==> src/rtl/serial_addsub.sv <==
// serial_addsub: bit-serial adder/subtractor, LSB first, one bit per clock.
// Operands are latched on start; a single full-adder cell plus carry flop
// produces the result over WIDTH cycles, followed by a one-cycle DONE state
// that pulses out_valid.
// Optional: define SERIAL_ADDSUB_SAT_EN to saturate sum on signed overflow
// (ovf and cout keep reporting the raw condition).
module serial_addsub #(
  parameter int WIDTH = 4
) (
  input  logic             clk,
  input  logic             rst,
  input  logic             start,
  input  logic             sub,
  input  logic [WIDTH-1:0] a,
  input  logic [WIDTH-1:0] b,
  output logic             busy,
  output logic             out_valid,
  output logic [WIDTH-1:0] sum,
  output logic             cout,
  output logic             ovf
);

  localparam int CNT_W = $clog2(WIDTH) + 1;

  typedef enum logic [1:0] {IDLE, SHIFT, DONE} state_t;

  state_t           state, state_nxt;
  logic [WIDTH-1:0] ra, rb;
  logic [WIDTH-2:0] rres;      // low result bits; the MSB arrives on the last step
  logic             cy;
  logic [CNT_W-1:0] cnt;

  logic             last;
  logic             s_bit, c_nxt, ovf_nxt;
  logic [WIDTH-1:0] res_nxt, sum_nxt;

  assign last = (cnt == CNT_W'(WIDTH - 1));

  // Full-adder cell and the result word as it will look after this step.
  // On the last bit cy is the carry into the MSB, so cy ^ c_nxt is ovf.
  always_comb begin
    s_bit   = ra[0] ^ rb[0] ^ cy;
    c_nxt   = (ra[0] & rb[0]) | (ra[0] & cy) | (rb[0] & cy);
    res_nxt = {s_bit, rres};
    ovf_nxt = cy ^ c_nxt;
`ifdef SERIAL_ADDSUB_SAT_EN
    // ra[0] is the effective-A MSB when the last bit is processed.
    if (ovf_nxt)
      sum_nxt = ra[0] ? {1'b1, {(WIDTH-1){1'b0}}} : {1'b0, {(WIDTH-1){1'b1}}};
    else
      sum_nxt = res_nxt;
`else
    sum_nxt = res_nxt;
`endif
  end

  // State register.
  always_ff @(posedge clk or posedge rst) begin
    if (rst) state <= IDLE;
    else     state <= state_nxt;
  end

  // Next-state and handshake outputs; start is only honoured in IDLE.
  always_comb begin
    state_nxt = state;
    busy      = 1'b0;
    out_valid = 1'b0;
    case (state)
      IDLE:  if (start) state_nxt = SHIFT;
      SHIFT: begin
        busy = 1'b1;
        if (last) state_nxt = DONE;
      end
      DONE: begin
        busy      = 1'b1;
        out_valid = 1'b1;
        state_nxt = IDLE;
      end
      default: state_nxt = IDLE;
    endcase
  end

  // Operand/result shift registers, carry, counter and held result fields.
  always_ff @(posedge clk or posedge rst) begin
    if (rst) begin
      ra   <= '0;
      rb   <= '0;
      rres <= '0;
      cy   <= 1'b0;
      cnt  <= '0;
      sum  <= '0;
      cout <= 1'b0;
      ovf  <= 1'b0;
    end else if (state == IDLE) begin
      if (start) begin
        // Subtraction as a + ~b + 1: invert B and seed the carry with 1.
        ra   <= a;
        rb   <= sub ? ~b : b;
        cy   <= sub;
        cnt  <= '0;
      end
    end else if (state == SHIFT) begin
      ra   <= ra >> 1;
      rb   <= rb >> 1;
      rres <= res_nxt[WIDTH-1:1];
      cy   <= c_nxt;
      cnt  <= cnt + CNT_W'(1);
      if (last) begin
        sum  <= sum_nxt;
        cout <= c_nxt;
        ovf  <= ovf_nxt;
      end
    end
  end

endmodule

==> config.mk <==
export PLATFORM = sky130hd
export DESIGN_NAME = serial_addsub
export DESIGN_NICKNAME = d
export VERILOG_FILES = /design/src/rtl/serial_addsub.sv
export SDC_FILE = /design/constraint.sdc
export NUM_CORES = 1
export LEC_CHECK = 0
export CAP_MARGIN = 15
export CORE_MARGIN = 2
export CORE_UTILIZATION = 55
export DETAILED_ROUTE_END_ITERATION = 6
export GPL_TIMING_DRIVEN = 0
export PLACE_DENSITY = 0.83
export SLEW_MARGIN = 20
export SYNTH_ARGS = -nofsm -noshare
export SYNTH_HDL_FRONTEND = slang
export SYNTH_SLANG_ARGS = --single-unit
==> constraint.sdc <==
create_clock -name clk -period 2.05 [get_ports clk]
set_input_delay 0.41 -clock clk [delete_from_list [all_inputs] [get_ports clk]]
set_output_delay 0.41 -clock clk [all_outputs]
set_load 0.005 [all_outputs]
==> summary.md, run 1 <==
| Metric | Value |
|---|---|
| Initial antenna violation count | 0 |
| CTS Sinks | 23 |
| Number of flip-flops and latches in the synthesized netlist | 23 |
| Area growth syn-to-layout | 21.1% |
| Clock tree from TritonCTS | built |
| Crit path max-delay family | buffers and inverters |
| Resize count post-CTS | 0 |
| Area of the core | 1980 um2 |
| Worst Path Required | 1640 ps |
| Port bufs | 17 |
| Peak supply drop | 836 uV |
| Detail-routed net length per standard cell | 13.1 um |
| Final setup slack of the worst path | 105 ps |
| Post-synthesis net count | 121 |
| Share of cells above drive strength 1 | 16.7% |
| Largest clock skew in the final design | 3.07 ps |
| Final total power | 0.00197 W |
| Number of clock buffers inserted by TritonCTS | 3 |
| Final-report hold violation count | 0 |
| Critical Setup Path Class | register to primary output |
| Library cell with the largest summed area after synthesis | sky130_fd_sc_hd__dfrtp_1 |
| Pin count of the biggest net entering global routing | 24 |
| Count of placed standard cells in the final layout, fillers left out | 153 |
| Worst skew pair latency | 290 ps |
| Routed WL | 2000 um |
| DRT Pass-1 Iters | 3 |
| Initial Util | 58.6% |
| Worst Setup End Kind | primary output |
| Highest fanout seen on the critical path | 3 |
| Std-Cell Rows | 16 |
| Fin nets | 145 |
| First-pass GRT wire length | 3740 um |
| Final instance area | 1410 um2 |
| Ratio of final minimum period to clock period | 94.9% |
| Cells after DPL | 147 |
| Number of H-tree levels | 1 |
| Height of the chip | 49.9 um |
| Standard cell with the maximum stage delay on the critical path | sky130_fd_sc_hd__clkdlybuf4s50_1 |
| Seq/Total Area, Yosys | 49.6% |
| Top-area cell type share of the netlist area | 49.6% |
| Number of warnings issued by yosys | 0 |
| Worst slew pin tran | 841 ps |
| Buffer type at the clock tree root | sky130_fd_sc_hd__clkbuf_4 |
| Maximum clock frequency | 514 MHz |
| Vias in the first global route | 850 |
| Power per standard cell area | 1400 nW/um2 |
| Reported leakage power | 0.667 nW |
| Gr ovfl total | 0 |
| Minimum period implied by the final worst setup slack | 1950 ps |
| Number of maximum-capacitance constraint violations | 0 |
| Outcome | complete, no violations |
| Hpwl dp | 1520 um |
| Number of buffer and inverter instances along the worst setup path | 2 |
| Cell variety after synth | 25 |
| Area of the die | 2490 um2 |
| Layout filler cell count | 154 |
| CTS Buffer Depth | 2 |
| Overall Global Routing Usage | 19.1% |
| Placed Area | 1370 um2 |
| Number of instances in the synthesized netlist | 103 |
| CP arrival | 1540 ps |
| Post-DRT Antenna Nets | 0 |
| Worst path max stage delay | 500 ps |
| RSZ-0062 raised after global routing | no |
| Pre-CTS WS | 446 ps |
| Post-detailed-route via-to-cell ratio | 5.33 |
| Detailed-route DRC error count | 0 |
| Ranking of synthesized cells by area | sky130_fd_sc_hd__dfrtp_1, sky130_fd_sc_hd__mux2_2, sky130_fd_sc_hd__ha_1, sky130_fd_sc_hd__xnor2_1, sky130_fd_sc_hd__a21oi_1 |
| Final setup vio count | 0 |
| DR vias | 816 |
| Number of DRC markers in iteration 0 | 7 |
| Area taken by multi-input logic gates | 527 um2 |
| Die Width | 49.9 um |
| Sequential standard cell area | 576 um2 |
| Critical path launch point type | register |
| Post-synthesis instance area | 1160 um2 |
| Max-slew violation count | 0 |
| I/O pin cnt | 20 |
| Synthesized area per cell | 11.3 um2 |
| Tightest Hold Check Type | input pin to register |
| GPL Wtd Cong | 0.749 |
| CTS Hold Bufs | 0 |
| Headroom to the max-slew limit | 43.9% |
| Number of antenna cells inserted | 0 |
| Ordered cell list for the critical path | inv_1, ha_1, clkdlybuf4s50_1 |
| Final TNS setup | 0 ps |
| Clock-pin slew reported for the worst setup and hold paths after clock tree synthesis | 120 ps |
worst paths after layout:
kind                          start      to  slack (ps)  cells past startpoint
setup / recovery           state[1]    busy         100                      3
hold / removal                start  cnt[1]         450                      2
setup reg to reg           state[0]   ra[3]         440                      6
hold reg to reg                 ovf     ovf         510                      2
max in group asynchronous       rst   ra[1]         960                      2
min in group asynchronous       rst  sum[0]         560                      2
power by group:
group	switching (W)	internal (W)	leakage, nW
sequential	0.000125	0.000651	0.289
clock	0.000121	0.0000756	0.0150
combinational	0.000463	0.000532	0.364
total	0.000709	0.00126	0.667
logic make-up (layout without fill, tap and decap cells):
family	count (synthesis)	after routing	synth area share [%]
fa+ha+maj	6	6	7.11
mux	12	12	11.3
xor+xnor	6	6	4.53
compound gates	26	26	13.6
buf+inv	12	35	5.06
simple gates	18	18	8.84
flops	23	23	49.6
worst register-to-register path: stages (launching register included):
cell	delay, ps
sky130_fd_sc_hd__dfrtp_1	410
sky130_fd_sc_hd__buf_4	140
sky130_fd_sc_hd__ha_1	300
sky130_fd_sc_hd__buf_6	190
sky130_fd_sc_hd__nor2_1	310
sky130_fd_sc_hd__nand2_1	100
sky130_fd_sc_hd__o21ai_0	90
metrics by stage:
| step | hold slack, ps | utilization [%] |
|---|---|---|
| after floorplan | 412 | - |
| after global placement | 467 | 68.9 |
| after detailed placement | 488 | 68.9 |
| after CTS | 454 | 70.2 |
| after global routing | 439 | 71.0 |
| final | 453 | 71.0 |
registers in the layout (all words and copies together) (netlist names):
| register | count |
|---|---|
| ra | 4 |
| rb | 4 |
| cnt | 3 |
| sum | 4 |
| rres | 3 |
| cy | 1 |
| ovf | 1 |
| state | 2 |
| cout | 1 |
metal layers:
metal	track usage, %	up-vias	share of wire [%]
met5	0	-	0
met4	2.78	0	0
met3	3.03	0	3.1
met2	34.4	15	51
met1	24.5	400	46
li1	-	401	-
cell usage in the layout (no fill, tap or decap):
cell type and count:
sky130_fd_sc_hd__o22ai_1 6, sky130_fd_sc_hd__a211oi_1 1, sky130_fd_sc_hd__inv_1 8, sky130_fd_sc_hd__nand2_1 8
sky130_fd_sc_hd__nand2b_1 3, sky130_fd_sc_hd__clkbuf_1 1, sky130_fd_sc_hd__buf_4 3, sky130_fd_sc_hd__o21ai_0 6
sky130_fd_sc_hd__buf_6 1, sky130_fd_sc_hd__dfrtp_1 23, sky130_fd_sc_hd__nor2b_1 1, sky130_fd_sc_hd__and2b_1 1
sky130_fd_sc_hd__xnor2_1 6, sky130_fd_sc_hd__clkdlybuf4s50_1 17, sky130_fd_sc_hd__buf_2 1, sky130_fd_sc_hd__a21o_1 1
sky130_fd_sc_hd__clkbuf_4 3, sky130_fd_sc_hd__ha_1 5, sky130_fd_sc_hd__nor2_1 3, sky130_fd_sc_hd__and2b_2 1
sky130_fd_sc_hd__clkbuf_2 1, sky130_fd_sc_hd__o21ai_2 1, sky130_fd_sc_hd__a21oi_1 8, sky130_fd_sc_hd__fa_1 1
sky130_fd_sc_hd__nand3b_4 1, sky130_fd_sc_hd__mux2i_1 3, sky130_fd_sc_hd__a2bb2oi_1 3, sky130_fd_sc_hd__mux2_2 9
layout make-up:
type / count / share of cell area (%)
inverter: 8 / 2.14
sequential: 23 / 40.9
clock buffer: 4 / 1.87
multi-input combinational: 68 / 37.5
tap: 27 / 2.40
buffer: 4 / 2.05
timing repair buffer: 19 / 13.2
synth_stat cells:
cell type / number
sky130_fd_sc_hd__a211oi_1: 1
sky130_fd_sc_hd__a21o_1: 1
sky130_fd_sc_hd__a21oi_1: 8
sky130_fd_sc_hd__a2bb2oi_1: 3
sky130_fd_sc_hd__and2b_1: 1
sky130_fd_sc_hd__and2b_2: 1
sky130_fd_sc_hd__buf_2: 1
sky130_fd_sc_hd__buf_4: 1
sky130_fd_sc_hd__buf_6: 1
sky130_fd_sc_hd__clkbuf_2: 1
sky130_fd_sc_hd__dfrtp_1: 23
sky130_fd_sc_hd__fa_1: 1
sky130_fd_sc_hd__ha_1: 5
sky130_fd_sc_hd__inv_1: 8
sky130_fd_sc_hd__mux2_2: 9
sky130_fd_sc_hd__mux2i_1: 3
sky130_fd_sc_hd__nand2_1: 8
sky130_fd_sc_hd__nand2b_1: 3
sky130_fd_sc_hd__nand3b_4: 1
sky130_fd_sc_hd__nor2_1: 3
sky130_fd_sc_hd__nor2b_1: 1
sky130_fd_sc_hd__o21ai_0: 6
sky130_fd_sc_hd__o21ai_2: 1
sky130_fd_sc_hd__o22ai_1: 6
sky130_fd_sc_hd__xnor2_1: 6
what timing repair did:
item                                    CTS  global route
buffers inserted                          0             2
endpoints found under the setup margin    0             1
endpoints found under the hold margin     0             0
Note: power is estimated with default switching activity, not from simulation.
==> run 2: changes to the inputs <==
CAP_MARGIN = 20   (was 15)
SETUP_SLACK_MARGIN = 0.15   (was unset)
==> run 2 against run 1 <==
  * Critical path depth grew 1
  * Flip-flop and latch count is the same
  * Cell area grew 0.62%
  * Maximum frequency grew 8.8%
  * Core utilization grew 0.44 points
  * Register-to-register slack is essentially flat
  * Non-clock buffer count grew 1
  * Hold slack lost 3.9 ps
  * Die area is the same
  * Largest power group unchanged
==> summary.md, run 2 (same netlist as run 1, synthesis figures left out) <==
| Metric | Value |
|---|---|
| Hpwl dp | 1520 um |
| Power dissipated by switching net loads | 0.000704 W |
| CP arrival | 1380 ps |
| Die Width | 49.9 um |
| Outcome | complete, no violations |
| Gr ovfl total | 0 |
| Pin count of the biggest net entering global routing | 24 |
| Cell Int Power | 0.00125 W |
| Area of the core | 1980 um2 |
| Initial Util | 58.6% |
| Buffer type at the clock tree root | sky130_fd_sc_hd__clkbuf_4 |
| Critical path launch point type | register |
| Std-Cell Rows | 16 |
| Worst hold path cell count | 2 |
| Post-DRT Antenna Nets | 0 |
| Highest fanout seen on the critical path | 2 |
| Maximum clock frequency | 559 MHz |
| Number of H-tree levels | 1 |
| Power per standard cell area | 1380 nW/um2 |
| CTS Buffer Depth | 2 |
| Switching portion of total power | 36.0% |
| Combinational power share | 50.5% |
| Fin nets | 146 |
| Worst slew pin tran | 838 ps |
| Number of logic stages on the critical path including buffering | 4 |
| Clock-pin slew reported for the worst setup and hold paths after clock tree synthesis | 120 ps |
| I/O pin cnt | 20 |
| Crit path max-delay family | buffers and inverters |
| Port bufs | 17 |
| Layout filler cell count | 152 |
| Ratio of final minimum period to clock period | 87.2% |
| Overall Global Routing Usage | 19.4% |
| Detail-routed net length per standard cell | 12.8 um |
| Final TNS setup | 0 ps |
| Number of DRC markers in iteration 0 | 10 |
| Area of the die | 2490 um2 |
| Minimum period implied by the final worst setup slack | 1790 ps |
| Worst path max stage delay | 400 ps |
| Top flop regs | ra: 4 flops, rb: 4 flops, sum: 4 flops |
| Worst skew pair latency | 290 ps |
| CTS Sinks | 23 |
| Peak supply drop | 786 uV |
| Largest clock skew in the final design | 5.87 ps |
| DR vias | 825 |
| Clock Power Share | 10.0% |
| Depth of the most critical reg-to-reg path | 6 |
| RSZ-0062 raised after global routing | no |
| First-pass GRT wire length | 3790 um |
| Ordered cell list for the critical path | buf_4, inv_1, ha_1, dlygate4sd2_1 |
| Height of the chip | 49.9 um |
| Critical Setup Path Class | register to primary output |
| Worst Setup End Kind | primary output |
| Final setup vio count | 0 |
| Most used cells in the layout excluding fill and tap cells | sky130_fd_sc_hd__dfrtp_1, sky130_fd_sc_hd__clkdlybuf4s50_1, sky130_fd_sc_hd__mux2_2 |
| Area growth syn-to-layout | 21.9% |
| Number of clock buffers inserted by TritonCTS | 3 |
| Headroom to the max-slew limit | 44.1% |
| CTS Hold Bufs | 0 |
| Initial antenna violation count | 0 |
| Portion of total power attributed to sequential cells | 39.5% |
| Vias in the first global route | 857 |
| GPL Wtd Cong | 0.749 |
| Most common library cell in the layout ignoring fill and taps | sky130_fd_sc_hd__dfrtp_1 |
| Detailed-route DRC error count | 0 |
| Clock tree from TritonCTS | built |
| Number of buffer and inverter instances along the worst setup path | 3 |
| Max-slew violation count | 0 |
| Final total power | 0.00196 W |
| Number of antenna cells inserted | 0 |
| Tightest Hold Check Type | input pin to register |
| DRT Pass-1 Iters | 4 |
| Routed WL | 1970 um |
| Worst Path Required | 1640 ps |
| Final-report hold violation count | 0 |
| Number of maximum-capacitance constraint violations | 0 |
| Reported leakage power | 0.693 nW |
| Share of cells above drive strength 1 | 17.3% |
| Standard cell with the maximum stage delay on the critical path | sky130_fd_sc_hd__dfrtp_1 |
| Post-detailed-route via-to-cell ratio | 5.36 |
-- run 2: changes by cell type in the layout (fill, tap and decap cells not counted), sizes merged --
cell,delta
buf,+1
clkdlybuf4s50,-2
dlygate4sd2,+1
dlymetal6s2s,+1
-- run 2: layout make-up --
class | instances | area (um2) | area share, %
Multi-Input combinational cell | 68 | 527 | 37.2
Sequential cell | 23 | 576 | 40.7
Buffer | 4 | 28.8 | 2.03
Clock buffer | 4 | 26.3 | 1.86
Timing Repair Buffer | 20 | 194 | 13.7
Inverter | 8 | 30.0 | 2.12
Tap cell | 27 | 33.8 | 2.39
-- run 2: worst paths after layout --
kind                          start     end  slack (ps)
setup / recovery           state[1]    busy         260
hold / removal                start  cnt[1]         450
setup reg to reg           state[0]   rb[1]         440
hold reg to reg               rb[2]   rb[1]         500
max in group asynchronous       rst   ra[1]         960
min in group asynchronous       rst  sum[0]         560
-- run 2: what timing repair did --
action                                  CTS  global route
gates resized for setup                   1             1
buffers inserted                          2             1
endpoints found under the setup margin    1             1
gates cloned                              0             0
-- run 2: power by group through the flow --
stage                     Combinational, W  Clock (W)  Sequential (W)
after floorplan                   0.000704          0        0.000762
after global placement            0.000937          0        0.000776
after detailed placement          0.000977          0        0.000788
after CTS                         0.000993   0.000203        0.000774
after global routing               0.00112   0.000226        0.000802
final                             0.000988   0.000197        0.000772
-- run 2: metrics by stage --
step,area [um2],utilization [%],std cells,setup slack [ps],hold slack (ps)
finish,1420,71.4,154,263,449
global route,1420,71.4,154,181,442
CTS,1410,70.9,153,183,454
detailed placement,1370,68.9,147,446,488
global placement,1370,68.9,147,457,467
floorplan,1160,-,103,686,412
-- run 2: routing by layer --
metal,global-route usage [%],wire length [um],up-vias
met2,34.7,988,17
met5,0,0,-
met1,25.1,903,402
li1,-,-,404
met3,3.03,69,2
met4,2.78,10,0
==> run 3: changes to the inputs <==
CAP_MARGIN = unset   (was 20)
CORE_UTILIZATION = 56   (was 55)
CTS_BUF_LIST = sky130_fd_sc_hd__clkbuf_4   (was unset)
PLACE_DENSITY = 0.84   (was 0.83)
==> run 3 against run 2 <==
  * Via count grew 6.5%
  * Flip-flop and latch count stayed put
  * Clock power up 9%
  * Cell count rose by 0.65%
  * Global-route usage is 1.9 points higher
  * Clock-buffer cell count did not move
  * Critical path depth unchanged
  * Core utilization up 1.3 points
  * Combinational power is 4% higher
  * Routed wire length grew 13%
==> summary.md, run 3 (same netlist as run 1, synthesis figures left out) <==
| Metric | Value |
|---|---|
| Initial antenna violation count | 0 |
| Clock tree from TritonCTS | built |
| Pin count of the biggest net entering global routing | 24 |
| Final-report hold violation count | 0 |
| Most common library cell in the layout ignoring fill and taps | sky130_fd_sc_hd__dfrtp_1 |
| Final total power | 0.00202 W |
| Vias in the first global route | 872 |
| Outcome | complete, no violations |
| Die Width | 49.5 um |
| Height of the chip | 49.5 um |
| Clock Power Share | 10.6% |
| Initial Util | 59.2% |
| Maximum clock frequency | 554 MHz |
| Hpwl dp | 1670 um |
| HP Start | start |
| Power dissipated by switching net loads | 0.000746 W |
| Post-DRT Antenna Nets | 0 |
| Overall Global Routing Usage | 21.3% |
| Most used cells in the layout excluding fill and tap cells | sky130_fd_sc_hd__dfrtp_1, sky130_fd_sc_hd__clkdlybuf4s50_1, sky130_fd_sc_hd__mux2_2 |
| Portion of total power attributed to sequential cells | 38.7% |
| Buffer type at the clock tree root | sky130_fd_sc_hd__clkbuf_4 |
| Switching portion of total power | 36.9% |
| CTS Sinks | 23 |
| Worst Setup End Kind | primary output |
| Number of H-tree levels | 1 |
| Worst hold path cell count | 2 |
| Sequential standard cell area | 576 um2 |
| Placed Area | 1370 um2 |
| Final setup vio count | 0 |
| Reg-to-reg endpoint | rb[1] |
| Area of the core | 1960 um2 |
| GPL Wtd Cong | 0.801 |
| Area taken by multi-input logic gates | 527 um2 |
| Final instance area | 1430 um2 |
| DRT Pass-1 Iters | 4 |
| Headroom to the max-slew limit | 44.3% |
| Worst slew pin tran | 834 ps |
| Largest clock skew in the final design | 1.09 ps |
| Endpoint of the worst hold-timing path | cnt[1] |
| Combinational power share | 50.6% |
| Detail-routed net length per standard cell | 14.4 um |
| Layout filler cell count | 159 |
| Launch instance of the worst register-to-register path | state[0] |
| Detailed-route DRC error count | 0 |
| Number of maximum-capacitance constraint violations | 0 |
| Std-Cell Rows | 16 |
| Number of antenna cells inserted | 0 |
| Share of cells above drive strength 1 | 19.5% |
| CP arrival | 1390 ps |
| Post-detailed-route via-to-cell ratio | 5.67 |
| Fin nets | 147 |
| Area growth syn-to-layout | 22.8% |
| Worst Path Required | 1640 ps |
| Ratio of final minimum period to clock period | 88.0% |
| Max-slew violation count | 0 |
| Highest fanout seen on the critical path | 2 |
| Area of the die | 2450 um2 |
| Number of clock buffers inserted by TritonCTS | 3 |
| Critical path launch point type | register |
| Peak supply drop | 945 uV |
| Critical Setup Path Class | register to primary output |
| Top flop regs | ra: 4 flops, rb: 4 flops, sum: 4 flops |
| Depth of the most critical reg-to-reg path | 7 |
| Port bufs | 17 |
| Minimum period implied by the final worst setup slack | 1800 ps |
| Number of DRC markers in iteration 0 | 14 |
| Routed WL | 2240 um |
| Tightest Hold Check Type | input pin to register |
| Gr ovfl total | 0 |
| Final TNS setup | 0 ps |
| Worst skew pair latency | 300 ps |
| Clock-pin slew reported for the worst setup and hold paths after clock tree synthesis | 120 ps |
| First-pass GRT wire length | 3930 um |
| Internal reg-to-reg setup slack | 350 ps |
| CTS Buffer Depth | 2 |
| DR vias | 879 |
| I/O pin cnt | 20 |
| RSZ-0062 raised after global routing | no |
| Power per standard cell area | 1420 nW/um2 |
| Reported leakage power | 0.700 nW |
| Cell Int Power | 0.00128 W |
[run 3: cell count changes in the layout (fill, tap and decap cells not counted)]
cell	change
sky130_fd_sc_hd__inv_1	-1
sky130_fd_sc_hd__clkbuf_4	+1
sky130_fd_sc_hd__clkbuf_1	-1
sky130_fd_sc_hd__inv_2	+1
sky130_fd_sc_hd__buf_4	+1
[run 3: worst max-delay path by stage]
stage | start | endpoint | depth (start not counted)
finish | state[1] | busy | 4
detailed placement | state[0] | busy | 3
CTS | state[1] | out_valid | 3
floorplan | cnt[0] | cout | 4
global placement | state[0] | busy | 3
global route | state[1] | busy | 4
[run 3: metal layers]
| metal | vias up | global-route usage (%) | part of all wire (%) |
|---|---|---|---|
| met1 | 429 | 26.3 | 41 |
| met3 | 6 | 3.64 | 4.5 |
| met2 | 37 | 34.2 | 52 |
| li1 | 407 | - | - |
| met4 | 0 | 13.9 | 2.7 |
| met5 | - | 0 | 0 |
[run 3: per-stage QoR]
step / utilization, % / hold WS, ps / setup WS, ps / instances
after detailed placement: 69.6 / 479 / 455 / 147
final: 72.7 / 472 / 246 / 155
after CTS: 71.8 / 445 / 163 / 153
after floorplan: - / 412 / 686 / 103
after global routing: 72.7 / 476 / 182 / 155
after global placement: 69.6 / 464 / 469 / 147
[run 3: power groups by stage]
stage	clock, W	sequential (W)	combinational, W
4_1_cts	0.000222	0.000780	0.00100
2_1_floorplan	0	0.000762	0.000704
5_1_grt	0.000243	0.000808	0.00115
6_report	0.000215	0.000784	0.00103
3_5_place_dp	0	0.000796	0.000987
3_3_place_gp	0	0.000777	0.000935
[run 3: cell type report]
type | instances | share of cell area [%]
flip-flops and latches | 23 | 40.4
multi-input cells | 68 | 36.9
repair buffers | 21 | 14.1
well taps | 27 | 2.37
clock buffers | 4 | 2.11
inverters | 8 | 2.11
plain buffers | 4 | 2.02
[run 3: repair_timing]
action | CTS | global route
hold buffers | 0 | 0
endpoints found under the hold margin | 0 | 0
buffers inserted | 2 | 2
resized for setup | 1 | 2
pin swaps | 0 | 0
endpoints found under the setup margin | 1 | 1
[run 3: worst max-delay path: stages (launching register included)]
cell                            delay, ps
sky130_fd_sc_hd__dfrtp_1              410
sky130_fd_sc_hd__buf_4                140
sky130_fd_sc_hd__inv_1                 70
sky130_fd_sc_hd__ha_1                 220
sky130_fd_sc_hd__dlygate4sd2_1        260
